[src/rtl/mem_read_arbiter_pkg.sv]
// Shared definitions for the unified-memory read arbiter.
//   BUS_WIDTH    : default width of every address/data bus
//   arb_state_e  : arbiter FSM encoding (IDLE=0, ADDR=1, DATA=2)
//   arb_owner_e  : which master owns the in-flight read (I or D)
package mem_read_arbiter_pkg;

  localparam int BUS_WIDTH = 32;

  typedef enum logic [1:0] {
    ARB_IDLE = 2'd0,
    ARB_ADDR = 2'd1,
    ARB_DATA = 2'd2
  } arb_state_e;

  typedef enum logic {
    ARB_OWNER_I = 1'b0,
    ARB_OWNER_D = 1'b1
  } arb_owner_e;

endpackage

[src/rtl/mem_read_arbiter_rr_arbiter2.sv]
// Two-input round-robin grant, purely combinational.
// Ports:
//   req_i   [1:0] : request vector (bit 0 = master 0, bit 1 = master 1)
//   last_i        : index of the master granted most recently
//   grant_o [1:0] : one-hot grant (all zero when nothing requests)
// On a tie the master that was not granted last wins.
module rr_arbiter2 (
  input  logic [1:0] req_i,
  input  logic       last_i,
  output logic [1:0] grant_o
);

  always_comb begin
    grant_o = req_i;
    if (req_i == 2'b11) begin
      grant_o = last_i ? 2'b01 : 2'b10;
    end
  end

endmodule

[src/rtl/mem_read_arbiter.sv]
// Merges the instruction-read (i_*) and data-read (d_*) channels onto one
// memory read port (m_*). One read in flight at a time, round-robin between
// the two masters, returned data routed to the master that issued the read.
// Ports:
//   clk, rst                       : clock (rising edge), async active-high reset
//   i_addr_valid/ready, i_addr     : instruction address request channel
//   i_data_valid/ready, i_data     : instruction read data channel
//   d_addr_valid/ready, d_addr     : data address request channel
//   d_data_valid/ready, d_data     : data read data channel
//   m_addr_valid/ready, m_addr     : memory address channel (m_addr registered)
//   m_data_valid/ready, m_data     : memory read data channel
// Optional build macro MEM_READ_ARB_PERF_EN adds the free-running, wrapping
// counters i_grant_cnt, d_grant_cnt and conflict_cnt. Arbitration behaviour
// is identical with or without it.
module mem_read_arbiter
  import mem_read_arbiter_pkg::*;
#(
  parameter int ADDR_WIDTH = BUS_WIDTH,
  parameter int DATA_WIDTH = BUS_WIDTH
) (
  input  logic                  clk,
  input  logic                  rst,
  input  logic                  i_addr_valid,
  output logic                  i_addr_ready,
  input  logic [ADDR_WIDTH-1:0] i_addr,
  output logic                  i_data_valid,
  input  logic                  i_data_ready,
  output logic [DATA_WIDTH-1:0] i_data,
  input  logic                  d_addr_valid,
  output logic                  d_addr_ready,
  input  logic [ADDR_WIDTH-1:0] d_addr,
  output logic                  d_data_valid,
  input  logic                  d_data_ready,
  output logic [DATA_WIDTH-1:0] d_data,
  output logic                  m_addr_valid,
  input  logic                  m_addr_ready,
  output logic [ADDR_WIDTH-1:0] m_addr,
  input  logic                  m_data_valid,
  output logic                  m_data_ready,
  input  logic [DATA_WIDTH-1:0] m_data
`ifdef MEM_READ_ARB_PERF_EN
  ,
  output logic [31:0]           i_grant_cnt,
  output logic [31:0]           d_grant_cnt,
  output logic [31:0]           conflict_cnt
`endif
);

  arb_state_e            state_q, state_d;
  arb_owner_e            owner_q, owner_d;
  arb_owner_e            last_q, last_d;
  logic [ADDR_WIDTH-1:0] m_addr_q, m_addr_d;
  logic [1:0]            grant;

  rr_arbiter2 u_rr (
    .req_i   ({d_addr_valid, i_addr_valid}),
    .last_i  (last_q == ARB_OWNER_D),
    .grant_o (grant)
  );

  always_ff @(posedge clk or posedge rst) begin
    if (rst) begin
      state_q  <= ARB_IDLE;
      owner_q  <= ARB_OWNER_I;
      last_q   <= ARB_OWNER_D;
      m_addr_q <= '0;
    end else begin
      state_q  <= state_d;
      owner_q  <= owner_d;
      last_q   <= last_d;
      m_addr_q <= m_addr_d;
    end
  end

  always_comb begin
    state_d      = state_q;
    owner_d      = owner_q;
    last_d       = last_q;
    m_addr_d     = m_addr_q;
    i_addr_ready = 1'b0;
    d_addr_ready = 1'b0;
    m_addr_valid = 1'b0;
    m_data_ready = 1'b0;
    i_data_valid = 1'b0;
    d_data_valid = 1'b0;

    unique case (state_q)
      ARB_IDLE: begin
        // Readies are held low while rst is asserted so nothing is accepted
        // into a register that is being cleared.
        i_addr_ready = grant[0] & ~rst;
        d_addr_ready = grant[1] & ~rst;
        if (grant[0]) begin
          m_addr_d = i_addr;
          owner_d  = ARB_OWNER_I;
          last_d   = ARB_OWNER_I;
          state_d  = ARB_ADDR;
        end else if (grant[1]) begin
          m_addr_d = d_addr;
          owner_d  = ARB_OWNER_D;
          last_d   = ARB_OWNER_D;
          state_d  = ARB_ADDR;
        end
      end
      ARB_ADDR: begin
        m_addr_valid = 1'b1;
        if (m_addr_ready) begin
          state_d = ARB_DATA;
        end
      end
      ARB_DATA: begin
        if (owner_q == ARB_OWNER_I) begin
          m_data_ready = i_data_ready;
          i_data_valid = m_data_valid;
        end else begin
          m_data_ready = d_data_ready;
          d_data_valid = m_data_valid;
        end
        if (m_data_valid && m_data_ready) begin
          state_d = ARB_IDLE;
        end
      end
      default: begin
        state_d = ARB_IDLE;
      end
    endcase
  end

  assign m_addr = m_addr_q;
  // Data buses are shared; only the owner's valid qualifies them.
  assign i_data = m_data;
  assign d_data = m_data;

`ifdef MEM_READ_ARB_PERF_EN
  logic [31:0] i_grant_cnt_q;
  logic [31:0] d_grant_cnt_q;
  logic [31:0] conflict_cnt_q;

  always_ff @(posedge clk or posedge rst) begin
    if (rst) begin
      i_grant_cnt_q  <= '0;
      d_grant_cnt_q  <= '0;
      conflict_cnt_q <= '0;
    end else begin
      if (i_addr_valid && i_addr_ready) begin
        i_grant_cnt_q <= i_grant_cnt_q + 32'd1;
      end
      if (d_addr_valid && d_addr_ready) begin
        d_grant_cnt_q <= d_grant_cnt_q + 32'd1;
      end
      if ((state_q == ARB_IDLE) && i_addr_valid && d_addr_valid) begin
        conflict_cnt_q <= conflict_cnt_q + 32'd1;
      end
    end
  end

  assign i_grant_cnt  = i_grant_cnt_q;
  assign d_grant_cnt  = d_grant_cnt_q;
  assign conflict_cnt = conflict_cnt_q;
`endif

endmodule
[config.mk]
export PLATFORM = sky130hd
export DESIGN_NAME = mem_read_arbiter
export DESIGN_NICKNAME = d
export VERILOG_FILES = /design/src/rtl/mem_read_arbiter_pkg.sv /design/src/rtl/mem_read_arbiter_rr_arbiter2.sv /design/src/rtl/mem_read_arbiter.sv
export SDC_FILE = /design/constraint.sdc
export NUM_CORES = 1
export LEC_CHECK = 0
export ABC_AREA = 1
export BUFFER_PORTS_ARGS = -buffer_cell sky130_fd_sc_hd__buf_2
export CORE_MARGIN = 8
export CORE_UTILIZATION = 41
export CTS_BUF_LIST = sky130_fd_sc_hd__clkbuf_2 sky130_fd_sc_hd__clkbuf_4 sky130_fd_sc_hd__clkbuf_8
export DETAILED_ROUTE_END_ITERATION = 16
export GPL_TIMING_DRIVEN = 0
export HOLD_SLACK_MARGIN = 0.15
export PLACE_DENSITY = 0.81
export SYNTH_ARGS = -nofsm -noshare
export SYNTH_HDL_FRONTEND = slang
export SYNTH_SLANG_ARGS = --single-unit
[constraint.sdc]
create_clock -name clk -period 1.79 [get_ports clk]
set_clock_uncertainty 0.1 [all_clocks]
set_input_delay 0.2685 -clock clk [delete_from_list [all_inputs] [get_ports clk]]
set_output_delay 0.2685 -clock clk [all_outputs]
set_load 0.01 [all_outputs]
Word-level counts from Yosys, hierarchy flattened
Index checks and enable logic that the tools add are counted.
{"block": "word_totals", "register_bits": 36, "elab_cells": 39, "input_bits": 104}
{"block": "classes", "reduce_logical": 5, "n_eq_ne": 6, "n_bitwise": 3, "muxes": 21}
{"operator": "2-to-1 mux 32 bit", "count": 2}
{"operator": "2-to-1 mux 1 bit", "count": 12}
{"operator": "2-to-1 mux 2 bit", "count": 6}
{"operator": "case mux 2 bit (3 select lines)", "count": 1}
{"operator": "== test 2 bit, second input constant", "count": 2}
{"operator": "!= test 2 bit, second input constant", "count": 2}
{"operator": "!= test 3 bit, second input constant", "count": 1}
{"operator": "AND reduction 3 bit", "count": 1}
{"operator": "bitwise AND 1 bit", "count": 2}
{"operator": "== test 2 x 1 -> 1 bit, second input constant", "count": 1}
{"operator": "logical NOT 2 bit", "count": 1}
{"operator": "AND reduction 2 bit", "count": 1}
{"operator": "nonzero test 2 bit", "count": 1}
{"operator": "logical AND 1 bit", "count": 1}
{"operator": "inverter 1 bit", "count": 1}

Depth between registers and ports, before layout
{"block": "logic_depth", "word_depth": 5, "depth_mapped": 7, "ltp_nobuf": 6}

Modules after synthesis
Synthesis repeated with hierarchy kept, for this count alone.
{"block": "unflattened", "hier_cells": 343, "hier_area_um2": 2373.5}
{"module": "mem_read_arbiter", "cells_each": 338, "area_per_inst_um2": 2352.3, "instances": 1}
{"module": "rr_arbiter2", "cells_each": 5, "area_per_inst_um2": 21.3, "instances": 1}

Worst setup path after synthesis
Ideal clock, no wire load.
{"block": "synth_path", "kind": "in2out", "from": "input rst", "to": "output d_addr_ready", "cell_stages": 3, "setup_slack_ns": -0.020, "required_ns": 1.421, "arrival_time_ns": 1.441, "path_buffers": 0, "path_cell_list": "inv_1 > nand4_1 > a21oi_1"}
{"block": "synth_via", "elab_chain_cells": 3}
{"element": "start, declared", "line": "mem_read_arbiter.sv:22", "text": "input logic rst,"}
{"element": "inverter 1 bit", "line": "mem_read_arbiter.sv:92", "text": "d_addr_ready = grant[1] & ~rst;"}
{"element": "bitwise AND 1 bit", "line": "mem_read_arbiter.sv:92"}
{"element": "2-to-1 mux 1 bit", "line": "mem_read_arbiter.sv:87", "text": "unique case (state_q)"}
{"element": "end, declared", "line": "mem_read_arbiter.sv:30", "text": "output logic d_addr_ready,"}
No other way between the ends.

Final worst setup path
{"block": "layout_path", "from": "register last_q", "to": "output i_addr_ready"}
{"block": "layout_via", "elab_chain_cells": 4}
{"element": "start, declared", "line": "mem_read_arbiter.sv:51", "text": "arb_owner_e last_q, last_d;"}
{"element": "start signal, assigned", "line": "mem_read_arbiter.sv:70", "text": "last_q <= last_d;"}
{"element": "2-to-1 mux 2 bit", "line": "mem_read_arbiter_rr_arbiter2.sv:16", "text": "grant_o = last_i ? 2'b01 : 2'b10;"}
{"element": "2-to-1 mux 2 bit", "line": "mem_read_arbiter_rr_arbiter2.sv:15", "text": "if (req_i == 2'b11) begin"}
{"element": "bitwise AND 1 bit", "line": "mem_read_arbiter.sv:91", "text": "i_addr_ready = grant[0] & ~rst;"}
{"element": "2-to-1 mux 1 bit", "line": "mem_read_arbiter.sv:87"}
{"element": "end, declared", "line": "mem_read_arbiter.sv:24", "text": "output logic i_addr_ready,"}
No other way between the ends.

==> out/metrics.yaml <==
synth_area_um2: 2580
p_leak_uw: 0.00244
async_reset_ff_share_pct: 100
tightest_slew_ps: 910
synth_nets: 476
grt_pass1_vias: 2738
overflow: 0
grt-busiest-layer: "met2"
fin_crit_sh_pct: 96.3
endpoint_kind: "primary output"
hold_viol: 0
drtPass1Iterations: 6
grt_max_degree: 19
fp.dieArea_um2: 9100
fmax_mhz: 580
vias: 2779
slew_headroom_pct: 39.1
power_density_nw_per_um2: 1170
ys_seq_elements: 36
drt_iter0_drc: 96
critPathMaxFanout: 9
syn_area_per_cell_um2: 6.95
fin_tns_setup_ps: 0
crit_arrival_ps: 1360
yosysWarnings: 0
status: "complete, no violations"
netlist_top_cells_area: "dfrtp_1, buf_4, nand2_1, nand3_1, inv_1"
grt.total_usage_pct: 17.4
startpoint_type: "register"
drc_errors: 0
via_per_inst: 4.36
clk_latency_ps: 280
yosysSeqAreaShare_pct: 34.9
grt_use_met3_pct: 4.65
gp_congestion: 0.782
min_period_ps: 1720
wl_per_cell_um: 13.3
final_area_um2: 3750
cts_tree: "built"
layout-drive-gt1-share_pct: 48.1
synth_cell_types: 19
fp.coreArea_um2: 6200
finalSetupViolCount: 0
yosys.area.top_type: "dfrtp_1"
die_x_um: 95.4
crit_type: "register to primary output"
fp-row-count: 29
portBuffers: 172
start_util_pct: 41.6
io_pins: 206
drv_slew: 0
hpwlAfterDp_um: 6660
drv_cap: 0
antenna_found_initial: 0
ir_drop_v: 0.000592
synth_top_area_share_pct: 33.9
path_clk_slew_ps: 70
dpl_cell_area_um2: 3540
grt_setup_unrepaired: "no"
dieHeight_um: 95.4
cts_buffers: 5
diodes: 0
min_path_type: "input pin to register"
drt_wl_total_um: 8500
postRouteAntennaNets: 0
clockBufferDepth: 2
htreeDepth: 2
yosysMostFrequentCell: "nand2_1"
synth_cells: 372
clockRootBuffer: "clkbuf_8"
worstPathRequired_ps: 1420
power_uw: 4400
area_growth_pct: 45.0
synth-edff-count: 0
synth_common_cells: "nand2_1, buf_4, inv_1"
whs_ps: 172
fill_cells: 599
grt_pass1_wl_um: 12600
gr-usage-met2_pct: 31.9
yosys_most_used_dff: "dfrtp_1"
cts_sinks: 36
grtUsageMet1_pct: 18.2
nets: 664
[through the flow]
stage | cells | worst slack (ps) | utilization (%)
2_1_floorplan | 372 | 257 | -
3_3_place_gp | 621 | -244 | 57.1
3_5_place_dp | 621 | -277 | 57.1
4_1_cts | 633 | 25.9 | 59.7
5_1_grt | 638 | 3.90 | 60.4
6_report | 638 | 66.2 | 60.4
[cell type report]
type	instances	area (um2)	area share, %
tap	77	96.3	2.57
multi-input combinational	184	847	22.6
buffer	79	584	15.6
clock buffer	8	97.6	2.60
sequential	36	902	24.1
timing repair inverter	1	5.00	0.134
timing repair buffer	181	938	25.0
inverter	72	277	7.38
[logic make-up (layout without fill, tap and decap cells)]
logic type | Yosys count | after routing | share of synthesized area (%)
AOI/OAI and AO/OA | 5 | 5 | 1.07
DFF | 36 | 36 | 34.9
buffers and inverters | 152 | 341 | 33.5
and+or+nand+nor | 179 | 179 | 30.6
[sequential cells by signal, summed over array words and instances, names as in the netlist]
name,flops
last_q,1
m_addr,32
owner_q,1
state_q,2
[power breakdown]
part | switching, uW | total (uW) | internal [uW]
Clock | 275 | 619 | 344
Combinational | 1360 | 2340 | 974
Sequential | 210 | 1450 | 1240
Total | 1850 | 4400 | 2560
[per-layer routing]
metal / vias to the layer above / part of all wire [%]
li1: 1418 / -
met1: 1237 / 37
met2: 111 / 52
met3: 13 / 9.3
met4: 0 / 2.0
met5: - / 0
[path summary, 6_finish.rpt]
path | endpoint | cells past startpoint | slack (ps) | start
worst max register to register | m_addr[28]$_DFFE_PP0P_ | 6 | 140 | last_q$_DFFE_PP1P_
max in group asynchronous | m_addr[31]$_DFFE_PP0P_ | 3 | 340 | rst
min in group asynchronous | m_addr[18]$_DFFE_PP0P_ | 3 | 650 | rst
worst min register to register | m_addr[19]$_DFFE_PP0P_ | 2 | 380 | m_addr[19]$_DFFE_PP0P_
worst min-delay path | m_addr[20]$_DFFE_PP0P_ | 5 | 170 | d_addr[20]
worst max-delay path | i_addr_ready | 5 | 70 | last_q$_DFFE_PP1P_
[repair_timing]
item	4_1_cts	5_1_grt
hold endpoints to repair	37	0
gates resized for setup	4	1
buffers inserted	0	5
setup endpoints to repair	2	1
gates cloned	1	0
hold buffers	4	0
pin swaps	0	2
[placed cells by master (no fill, tap or decap), types with 3 or more instances in the layout]
cell type | netlist | layout
buf_6 | 3 | 3
dlygate4sd3_1 | 0 | 4
clkbuf_8 | 0 | 6
clkbuf_1 | 4 | 4
buf_4 | 71 | 75
nand3_1 | 64 | 64
buf_2 | 2 | 174
inv_1 | 71 | 70
nand2_1 | 105 | 105
dfrtp_1 | 35 | 35
[worst max-delay path: stages, from the launching register on]
cell	delay (ps)
dfstp_2	530
inv_1	70
nand2_4	120
nand2_8	90
nor3_4	110
buf_2	150
No activity file was read; power rests on OpenSTA's default activity.
